### src/rtl/instr_fetch_pkg.sv
// Shared types and helpers for the instruction-fetch stage.
// Holds the word type, the buffered {pc, instr} entry and PC arithmetic.
package instr_fetch_pkg;

   localparam int WORD_WIDTH  = 32;
   localparam int INSTR_BYTES = 4;

   typedef logic [WORD_WIDTH-1:0] word_t;

   typedef struct packed {
      word_t pc;
      word_t instr;
   } fetch_entry_t;

   localparam int ENTRY_WIDTH = $bits(fetch_entry_t);

   // Fetch addresses are always word aligned; low bits of a target are dropped.
   function automatic word_t align_word(input word_t addr);
      return {addr[WORD_WIDTH-1:2], 2'b00};
   endfunction

   // Natural 32-bit wrap takes 32'hFFFF_FFFC back to zero.
   function automatic word_t next_pc(input word_t pc);
      return pc + word_t'(INSTR_BYTES);
   endfunction

endpackage

### src/rtl/instr_fetch_if.sv
// Bundle of the fetch stage's memory port, redirect input and decode output.
// The master view belongs to the fetch stage; the slave view to its environment.
interface instr_fetch_if;
   import instr_fetch_pkg::*;

   logic  imem_req_valid;
   logic  imem_req_ready;
   word_t imem_addr;
   logic  imem_rsp_valid;
   word_t imem_rsp_data;
   logic  redirect;
   word_t redirect_pc;
   logic  instr_valid;
   logic  instr_ready;
   word_t instr;
   word_t pc;

   modport master (
      output imem_req_valid,
      output imem_addr,
      input  imem_req_ready,
      input  imem_rsp_valid,
      input  imem_rsp_data,
      input  redirect,
      input  redirect_pc,
      output instr_valid,
      output instr,
      output pc,
      input  instr_ready
   );

   modport slave (
      input  imem_req_valid,
      input  imem_addr,
      output imem_req_ready,
      output imem_rsp_valid,
      output imem_rsp_data,
      output redirect,
      output redirect_pc,
      input  instr_valid,
      input  instr,
      input  pc,
      output instr_ready
   );

endinterface

### src/rtl/instr_fetch_fifo.sv
// Small first-word-fall-through FIFO holding fetched {pc, instr} entries.
// Flush empties it in one cycle; storage itself carries no reset.
module fetch_fifo #(
   parameter int WIDTH = 64,
   parameter int DEPTH = 2,
   localparam int CNT_W = $clog2(DEPTH + 1)
) (
   input  logic             clk,
   input  logic             rst_n,
   input  logic             push,
   input  logic             pop,
   input  logic             flush,
   input  logic [WIDTH-1:0] wr_data,
   output logic [WIDTH-1:0] rd_data,
   output logic             full,
   output logic             empty,
   output logic [CNT_W-1:0] count
);

   localparam int PTR_W = (DEPTH > 1) ? $clog2(DEPTH) : 1;

   logic [WIDTH-1:0] mem [DEPTH];
   logic [PTR_W-1:0] wr_ptr_reg;
   logic [PTR_W-1:0] rd_ptr_reg;
   logic [CNT_W-1:0] count_reg;
   logic             push_ok;
   logic             pop_ok;

   function automatic logic [PTR_W-1:0] bump(input logic [PTR_W-1:0] ptr);
      return (ptr == PTR_W'(DEPTH - 1)) ? '0 : ptr + PTR_W'(1);
   endfunction

   assign full    = (count_reg == CNT_W'(DEPTH));
   assign empty   = (count_reg == '0);
   assign count   = count_reg;
   assign pop_ok  = pop & ~empty;
   // A pop in the same cycle frees the slot a push on a full FIFO would need.
   assign push_ok = push & (~full | pop_ok);
   assign rd_data = mem[rd_ptr_reg];

   always_ff @(posedge clk or negedge rst_n) begin
      if (!rst_n) begin
         wr_ptr_reg <= '0;
         rd_ptr_reg <= '0;
         count_reg  <= '0;
      end else if (flush) begin
         wr_ptr_reg <= '0;
         rd_ptr_reg <= '0;
         count_reg  <= '0;
      end else begin
         if (push_ok) begin
            wr_ptr_reg <= bump(wr_ptr_reg);
         end
         if (pop_ok) begin
            rd_ptr_reg <= bump(rd_ptr_reg);
         end
         case ({push_ok, pop_ok})
            2'b10:   count_reg <= count_reg + CNT_W'(1);
            2'b01:   count_reg <= count_reg - CNT_W'(1);
            default: count_reg <= count_reg;
         endcase
      end
   end

   genvar gi;
   generate
      for (gi = 0; gi < DEPTH; gi++) begin : g_entry
         always_ff @(posedge clk) begin
            if (push_ok && !flush && (wr_ptr_reg == PTR_W'(gi))) begin
               mem[gi] <= wr_data;
            end
         end
      end
   endgenerate

endmodule

### src/rtl/instr_fetch.sv
// Fetch stage: owns the PC, issues word-aligned requests under a credit limit,
// buffers in-order responses with their PC and drops stale ones after a redirect.
module instr_fetch
   import instr_fetch_pkg::*;
#(
   parameter word_t RESET_PC   = 32'h0000_0000,
   parameter int    FIFO_DEPTH = 2
) (
   input  logic         clk_i,
   input  logic         rstn_i,
   instr_fetch_if.master bus
);

   localparam int CNT_W = $clog2(FIFO_DEPTH + 1);

   word_t            pc_reg;
   word_t            rsp_pc_reg;
   logic [CNT_W-1:0] out_cnt_reg;
   logic [CNT_W-1:0] drop_cnt_reg;
   logic             req_pend_reg;

   logic [CNT_W-1:0] fifo_count;
   logic             fifo_full;
   logic             fifo_empty;
   fetch_entry_t     push_entry;
   fetch_entry_t     head_entry;

   logic [CNT_W:0]   in_use;
   logic             credit_ok;
   logic             req_valid;
   logic             req_fire;
   logic             rsp_stale;
   logic             rsp_keep;
   logic             push;
   logic             pop;

   assign pop = ~fifo_empty & bus.instr_ready;

   // Slots already promised: outstanding requests plus buffered entries,
   // less the head leaving this cycle so a streaming pipe sustains one per cycle.
   always_comb begin
      in_use    = {1'b0, out_cnt_reg} + {1'b0, fifo_count} - {{CNT_W{1'b0}}, pop};
      credit_ok = (in_use < (CNT_W + 1)'(FIFO_DEPTH));
   end

   // Once raised, a request is held until accepted so address and valid stay stable.
   assign req_valid = rstn_i & ~bus.redirect & (req_pend_reg | credit_ok);
   assign req_fire  = req_valid & bus.imem_req_ready;

   assign rsp_stale = bus.imem_rsp_valid & (drop_cnt_reg != '0);
   assign rsp_keep  = bus.imem_rsp_valid & (drop_cnt_reg == '0) & ~bus.redirect;
   assign push      = rsp_keep & (~fifo_full | pop);

   assign push_entry = '{pc: rsp_pc_reg, instr: bus.imem_rsp_data};

   always_ff @(posedge clk_i or negedge rstn_i) begin
      if (!rstn_i) begin
         pc_reg       <= RESET_PC;
         rsp_pc_reg   <= RESET_PC;
         out_cnt_reg  <= '0;
         drop_cnt_reg <= '0;
         req_pend_reg <= 1'b0;
      end else if (bus.redirect) begin
         pc_reg       <= align_word(bus.redirect_pc);
         rsp_pc_reg   <= align_word(bus.redirect_pc);
         req_pend_reg <= 1'b0;
         // Everything still in flight is stale; a response landing now is dropped too.
         if (bus.imem_rsp_valid) begin
            out_cnt_reg  <= out_cnt_reg - CNT_W'(1);
            drop_cnt_reg <= out_cnt_reg - CNT_W'(1);
         end else begin
            drop_cnt_reg <= out_cnt_reg;
         end
      end else begin
         req_pend_reg <= req_valid & ~bus.imem_req_ready;
         if (req_fire) begin
            pc_reg <= next_pc(pc_reg);
         end
         if (push) begin
            rsp_pc_reg <= next_pc(rsp_pc_reg);
         end
         if (rsp_stale) begin
            drop_cnt_reg <= drop_cnt_reg - CNT_W'(1);
         end
         case ({req_fire, bus.imem_rsp_valid})
            2'b10:   out_cnt_reg <= out_cnt_reg + CNT_W'(1);
            2'b01:   out_cnt_reg <= out_cnt_reg - CNT_W'(1);
            default: out_cnt_reg <= out_cnt_reg;
         endcase
      end
   end

   fetch_fifo #(
      .WIDTH (ENTRY_WIDTH),
      .DEPTH (FIFO_DEPTH)
   ) u_fifo (
      .clk     (clk_i),
      .rst_n   (rstn_i),
      .push    (push),
      .pop     (pop),
      .flush   (bus.redirect),
      .wr_data (push_entry),
      .rd_data (head_entry),
      .full    (fifo_full),
      .empty   (fifo_empty),
      .count   (fifo_count)
   );

   assign bus.imem_req_valid = req_valid;
   assign bus.imem_addr      = pc_reg;
   assign bus.instr_valid    = ~fifo_empty;
   // Decode sees zeros rather than stale storage whenever nothing is buffered.
   assign bus.instr          = fifo_empty ? '0 : head_entry.instr;
   assign bus.pc             = fifo_empty ? '0 : head_entry.pc;

endmodule
### src/flat_wrapper.sv
// flat-port wrapper written by rule: the top's interface ports become plain ports
module instr_fetch_flat import instr_fetch_pkg::*;
#(
   parameter word_t RESET_PC   = 32'h0000_0000,
   parameter int    FIFO_DEPTH = 2
)
  (clk_i, rstn_i, bus_imem_req_valid, bus_imem_addr, bus_imem_req_ready, bus_imem_rsp_valid, bus_imem_rsp_data, bus_redirect, bus_redirect_pc, bus_instr_valid, bus_instr, bus_pc, bus_instr_ready);
  instr_fetch_if bus_i ();
  input  logic clk_i;
  input  logic rstn_i;
  output wire logic [$bits(bus_i.imem_req_valid)-1:0] bus_imem_req_valid;
  output wire logic [$bits(bus_i.imem_addr)-1:0] bus_imem_addr;
  input wire logic [$bits(bus_i.imem_req_ready)-1:0] bus_imem_req_ready;
  input wire logic [$bits(bus_i.imem_rsp_valid)-1:0] bus_imem_rsp_valid;
  input wire logic [$bits(bus_i.imem_rsp_data)-1:0] bus_imem_rsp_data;
  input wire logic [$bits(bus_i.redirect)-1:0] bus_redirect;
  input wire logic [$bits(bus_i.redirect_pc)-1:0] bus_redirect_pc;
  output wire logic [$bits(bus_i.instr_valid)-1:0] bus_instr_valid;
  output wire logic [$bits(bus_i.instr)-1:0] bus_instr;
  output wire logic [$bits(bus_i.pc)-1:0] bus_pc;
  input wire logic [$bits(bus_i.instr_ready)-1:0] bus_instr_ready;
  assign bus_imem_req_valid = bus_i.imem_req_valid;
  assign bus_imem_addr = bus_i.imem_addr;
  assign bus_i.imem_req_ready = bus_imem_req_ready;
  assign bus_i.imem_rsp_valid = bus_imem_rsp_valid;
  assign bus_i.imem_rsp_data = bus_imem_rsp_data;
  assign bus_i.redirect = bus_redirect;
  assign bus_i.redirect_pc = bus_redirect_pc;
  assign bus_instr_valid = bus_i.instr_valid;
  assign bus_instr = bus_i.instr;
  assign bus_pc = bus_i.pc;
  assign bus_i.instr_ready = bus_instr_ready;
  instr_fetch #(.RESET_PC(RESET_PC), .FIFO_DEPTH(FIFO_DEPTH)) u_core (.clk_i(clk_i), .rstn_i(rstn_i), .bus(bus_i));
endmodule
### config.mk
export PLATFORM = sky130hd
export DESIGN_NAME = instr_fetch_flat
export DESIGN_NICKNAME = d
export VERILOG_FILES = /design/src/rtl/instr_fetch_pkg.sv /design/src/rtl/instr_fetch_if.sv /design/src/rtl/instr_fetch_fifo.sv /design/src/rtl/instr_fetch.sv /design/src/flat_wrapper.sv
export SDC_FILE = /design/constraint.sdc
export NUM_CORES = 1
export LEC_CHECK = 0
export ABC_AREA = 1
export CELL_PAD_IN_SITES_DETAIL_PLACEMENT = 1
export CELL_PAD_IN_SITES_GLOBAL_PLACEMENT = 1
export CORE_MARGIN = 2
export CORE_UTILIZATION = 43
export CTS_CLUSTER_DIAMETER = 50
export DETAILED_ROUTE_END_ITERATION = 8
export MAX_ROUTING_LAYER = met4
export PLACE_DENSITY = 0.92
export SLEW_MARGIN = 20
export SYNTH_ARGS = -nofsm -noshare
export SYNTH_HDL_FRONTEND = slang
export SYNTH_SLANG_ARGS = --single-unit
### constraint.sdc
create_clock -name clk_i -period 8.33 [get_ports clk_i]
set_input_delay 1.666 -clock clk_i [delete_from_list [all_inputs] [get_ports clk_i]]
set_output_delay 1.666 -clock clk_i [all_outputs]
set_load 0.01 [all_outputs]
==> summary.txt <==
CTS
  • Worst-Skew Late Latency: between 0.4 and 0.5 ns
  • TritonCTS buffer count: 17
  • CTS tree: yes
  • CTS root buf: clkbuf_16
  • Clock-pin slew on the worst setup and hold paths: 0.08 ns
  • Number of hold buffers added after cts: 0
  • CTS Sinks: a little under 200
  • Post-CTS setup buffer count: 0
  • H-tree levels: 4
  • Clock buffer depth: 2
  • CTS resizes: 0

Setup path
  • Max incr delay on CP: 0.53 ns
  • Crit. End Element: output pin
  • FF-to-FF path depth: 14
  • CP cell instances: clkdlybuf4s50_1 -> inv_1 -> nor2_1 -> ha_1 -> or2_2 -> fa_1 -> nand3_1 -> nand2_1 -> nand2_1 -> inv_1 -> clkdlybuf4s50_1
  • Crit path max fanout: 5
  • Critical Path Start Type: input pin
  • Slowest cell on crit path: clkdlybuf4s50_1
  • R2R setup slack: between 4 and 5 ns
  • Worst Path Arrival: about 4.5 ns
  • Req. time, crit path: roughly 6.7 ns
  • Crit path kind: input pin to output pin
  • Reg-to-reg endpoint: u_core.bus.imem_addr[14]$_DFFE_PN0P_
  • R2R Path Start: u_core.u_fifo.count[0]$_DFFE_PN0P_

Min path
  • Class of the worst hold path: flip-flop to flip-flop
  • Hold Crit Depth: 0
  • Worst hold path startpoint: u_core.rsp_pc_reg[30]$_DFFE_PN0N_
  • Worst hold endpoint: u_core.u_fifo.mem[1][62]$_DFFE_PP_

Yosys
  • Synth unique cells: 40
  • Combinational family with the most area after synthesis: simple AND/OR/NAND/NOR gates
  • Post-Syn Area: approximately 9600 µm²
  • Mean area per synthesized cell: 9.12 µm²
  • Compound-cell area share of the yosys netlist: slightly above 8%
  • Multiplexer area fraction after synthesis: 0%
  • Post-synth EDFFs: between 100 and 150
  • Adder-Cell Fraction of Synth Area: less than 1%
  • XOR/XNOR Fraction of Synth Area: between 2 and 3%
  • Synth Instances: ~1000
  • Post-synth top flop: edfxtp_1
  • Async set-or-reset flop fraction in the synthesized netlist: 35.8%
  • Yosys reg bits: about 190
  • Synthesis warning total: 0
  • Synth Area in Simple Gates: between 20% and 30%
  • Sequential-to-total area share from yosys stat: between 50 and 60%

Power
  • Reg power frac: 40.1%
  • Pleak: approximately 0.0047 µW
  • Clock power frac: around 26%
  • Pwr Density: about 270 nW/µm²
  • Switching Fraction: 37.2%
  • Int Pwr: 2050 µW
  • Max IR drop VDD: ~0.15 mV
  • Combinational share of power: between 30 and 40%
  • Sw power: ~1200 µW

Die
  • Die area: between 20000 and 25000 µm²
  • Die Span X: between 150 and 200 µm
  • Initial Util: between 40% and 50%
  • Die H: ~150 µm
  • Core area: approximately 22000 µm²
  • Num rows: 54
  • IO Count: roughly 170

Drt
  • Highest metal used: met4
  • First-pass DRT Iterations: 5
  • Final WL: between 20000 and 30000 µm
  • Vias per inst: roughly 5.4
  • Initial DRC Count: 492
  • Met1 wire length: between 10000 and 15000 µm
  • Routed len/inst: a little under 20 µm
  • Routed met2 length: around 15000 µm
  • Detailed-route via count: just over 8000
  • Antenna Violating Nets Remaining: 0
  • DR DRC count: 0
  • Met3 WL: about 1400 µm

Layout
  • Commonest non-fill, non-tap cell in the layout: nand2_1
  • Fin area: approximately 12000 µm²
  • Sequential cell area: between 5000 and 6000 µm²
  • Layout cells sized above 1: slightly below 8%
  • N_diodes: 0
  • Fin util: between 50% and 60%
  • Area of the multi-input gates: 3560 µm²
  • Area growth, synth to finish: 25.5%
  • Fillers: between 2000 and 3000
  • Max FFs per register: 124
  • Commonest non-fill, non-tap cells in the layout: 351 x nand2_1, 160 x clkdlybuf4s50_1, 124 x edfxtp_1
  • Net count, final: ~1300

Placement
  • Cell Area, Placed: between 10000 and 15000 µm²
  • HPWL after detailed placement: around 20000 µm
  • GPL Wtd Cong: just over 0.9
  • Port-buffer cells: 161
  • Dpl ws: 2.09 ns

Global route
  • Vias in the first global route: 8607
  • Initial antenna violation count: 0
  • First-pass GRT wire length: about 46000 µm
  • Largest net degree at the start of global routing: 65
  • GRT Overall Usage: roughly a quarter
  • GR Overflow Total: 0

Timing
  • Min Tclk post-route: between 6 and 7 ns
  • RSZ-0062 raised after global routing: false
  • Fmax: around 0.16 GHz
  • Setup-failing EPs final: 0
  • Slew Viols, Final: 0
  • Measured slew at the worst slew-check pin: approximately 0.9 ns
  • Post-route setup slack: between 2 and 2.5 ns
  • Final hold vios: 0
  • Crit share post-route: 74.5%
  • Slew margin rel.: approximately two fifths
  • Setup Total Neg Slack: 0 ns
  • Final setup skew: about 0.0094 ns

Outcome
  • Status: finished clean

Job
  • Max_cap viols: 0
==> worst max-delay path by stage <==
stage / cells past startpoint / startpoint / slack (ns) / to
final: 11 / bus_instr_ready / 2.13 / bus_imem_req_valid
after global routing: 12 / bus_instr_ready / 1.99 / bus_imem_req_valid
after CTS: 11 / bus_instr_ready / 2.10 / bus_imem_req_valid
after detailed placement: 11 / bus_instr_ready / 2.09 / bus_imem_req_valid
after global placement: 11 / bus_instr_ready / 2.23 / bus_imem_req_valid
after floorplan: 5 / bus_imem_rsp_valid / 3.07 / u_core.u_fifo.mem[0][0]$_DFFE_PP_
==> layout make-up <==
class | count | share of cell area [%]
repair buffers | 169 | 13.9
well taps | 280 | 2.92
flip-flops and latches | 193 | 45.4
multi-input cells | 721 | 29.7
clock inverters | 15 | 1.52
clock buffers | 17 | 3.55
inverters | 96 | 3.01
==> routing by layer <==
layer / up-vias / GRT usage, %
li1: 3755 / -
met1: 4041 / 33.3
met2: 267 / 43.0
met3: 44 / 3.69
met4: 0 / 7.32
met5: - / -
==> logic make-up after synthesis <==
family	after synthesis
other	1
buffers and inverters	137
AND/OR/NAND/NOR	543
AO/OA/AOI/OAI	138
adder cells (fa/ha/maj)	6
flip-flops	193
XOR/XNOR	30
==> metrics by stage <==
stage                     total power, µW  hold slack (ns)  std cells
after floorplan                      1870            0.465       1051
after global placement               2370            0.495       1459
after detailed placement             2440            0.506       1459
after CTS                            3270            0.518       1491
after global routing                 3430            0.536       1491
final                                3260            0.529       1491
==> power groups by stage <==
stage | clock network, µW | logic [µW] | registers (µW)
global route | 879 | 1230 | 1320
detailed placement | 0 | 1120 | 1320
floorplan | 0 | 585 | 1290
CTS | 841 | 1130 | 1300
finish | 832 | 1120 | 1310
global placement | 0 | 1060 | 1310
==> cells in the mapped netlist (2+ instances only) <==
| cell | count | area share, % |
|---|---|---|
| a21oi_1 | 70 | 3.7 |
| a31oi_1 | 2 | 0.13 |
| buf_1 | 2 | 0.079 |
| buf_2 | 5 | 0.26 |
| buf_4 | 10 | 0.79 |
| buf_6 | 3 | 0.35 |
| clkbuf_1 | 21 | 0.82 |
| dfrtp_1 | 69 | 18 |
| edfxtp_1 | 124 | 39 |
| ha_1 | 5 | 0.65 |
| inv_1 | 87 | 3.4 |
| inv_2 | 8 | 0.31 |
| nand2_1 | 351 | 14 |
| nand2_2 | 8 | 0.52 |
| nand2_4 | 2 | 0.24 |
| nand3_1 | 58 | 3.0 |
| nand3_2 | 6 | 0.63 |
| nand3_4 | 2 | 0.37 |
| nand3b_1 | 3 | 0.24 |
| nand4_1 | 9 | 0.59 |
| nor2_1 | 64 | 2.5 |
| nor2_2 | 6 | 0.39 |
| nor2_4 | 6 | 0.71 |
| nor3_1 | 18 | 0.94 |
| nor3_2 | 7 | 0.73 |
| o211ai_1 | 18 | 1.4 |
| o21ai_0 | 21 | 1.1 |
| o21ai_1 | 18 | 0.94 |
| o21bai_1 | 4 | 0.31 |
| o221ai_1 | 3 | 0.27 |
| xnor2_1 | 5 | 0.46 |
| xor2_1 | 25 | 2.3 |
==> worst max-delay path, delay by kind of cell <==
| kind | cells | cell delay [ns] |
|---|---|---|
| buf+inv | 4 | 1.17 |
| fa+ha+maj | 2 | 0.80 |
| simple gates | 5 | 0.90 |
No activity file was read; power rests on OpenSTA's default activity.
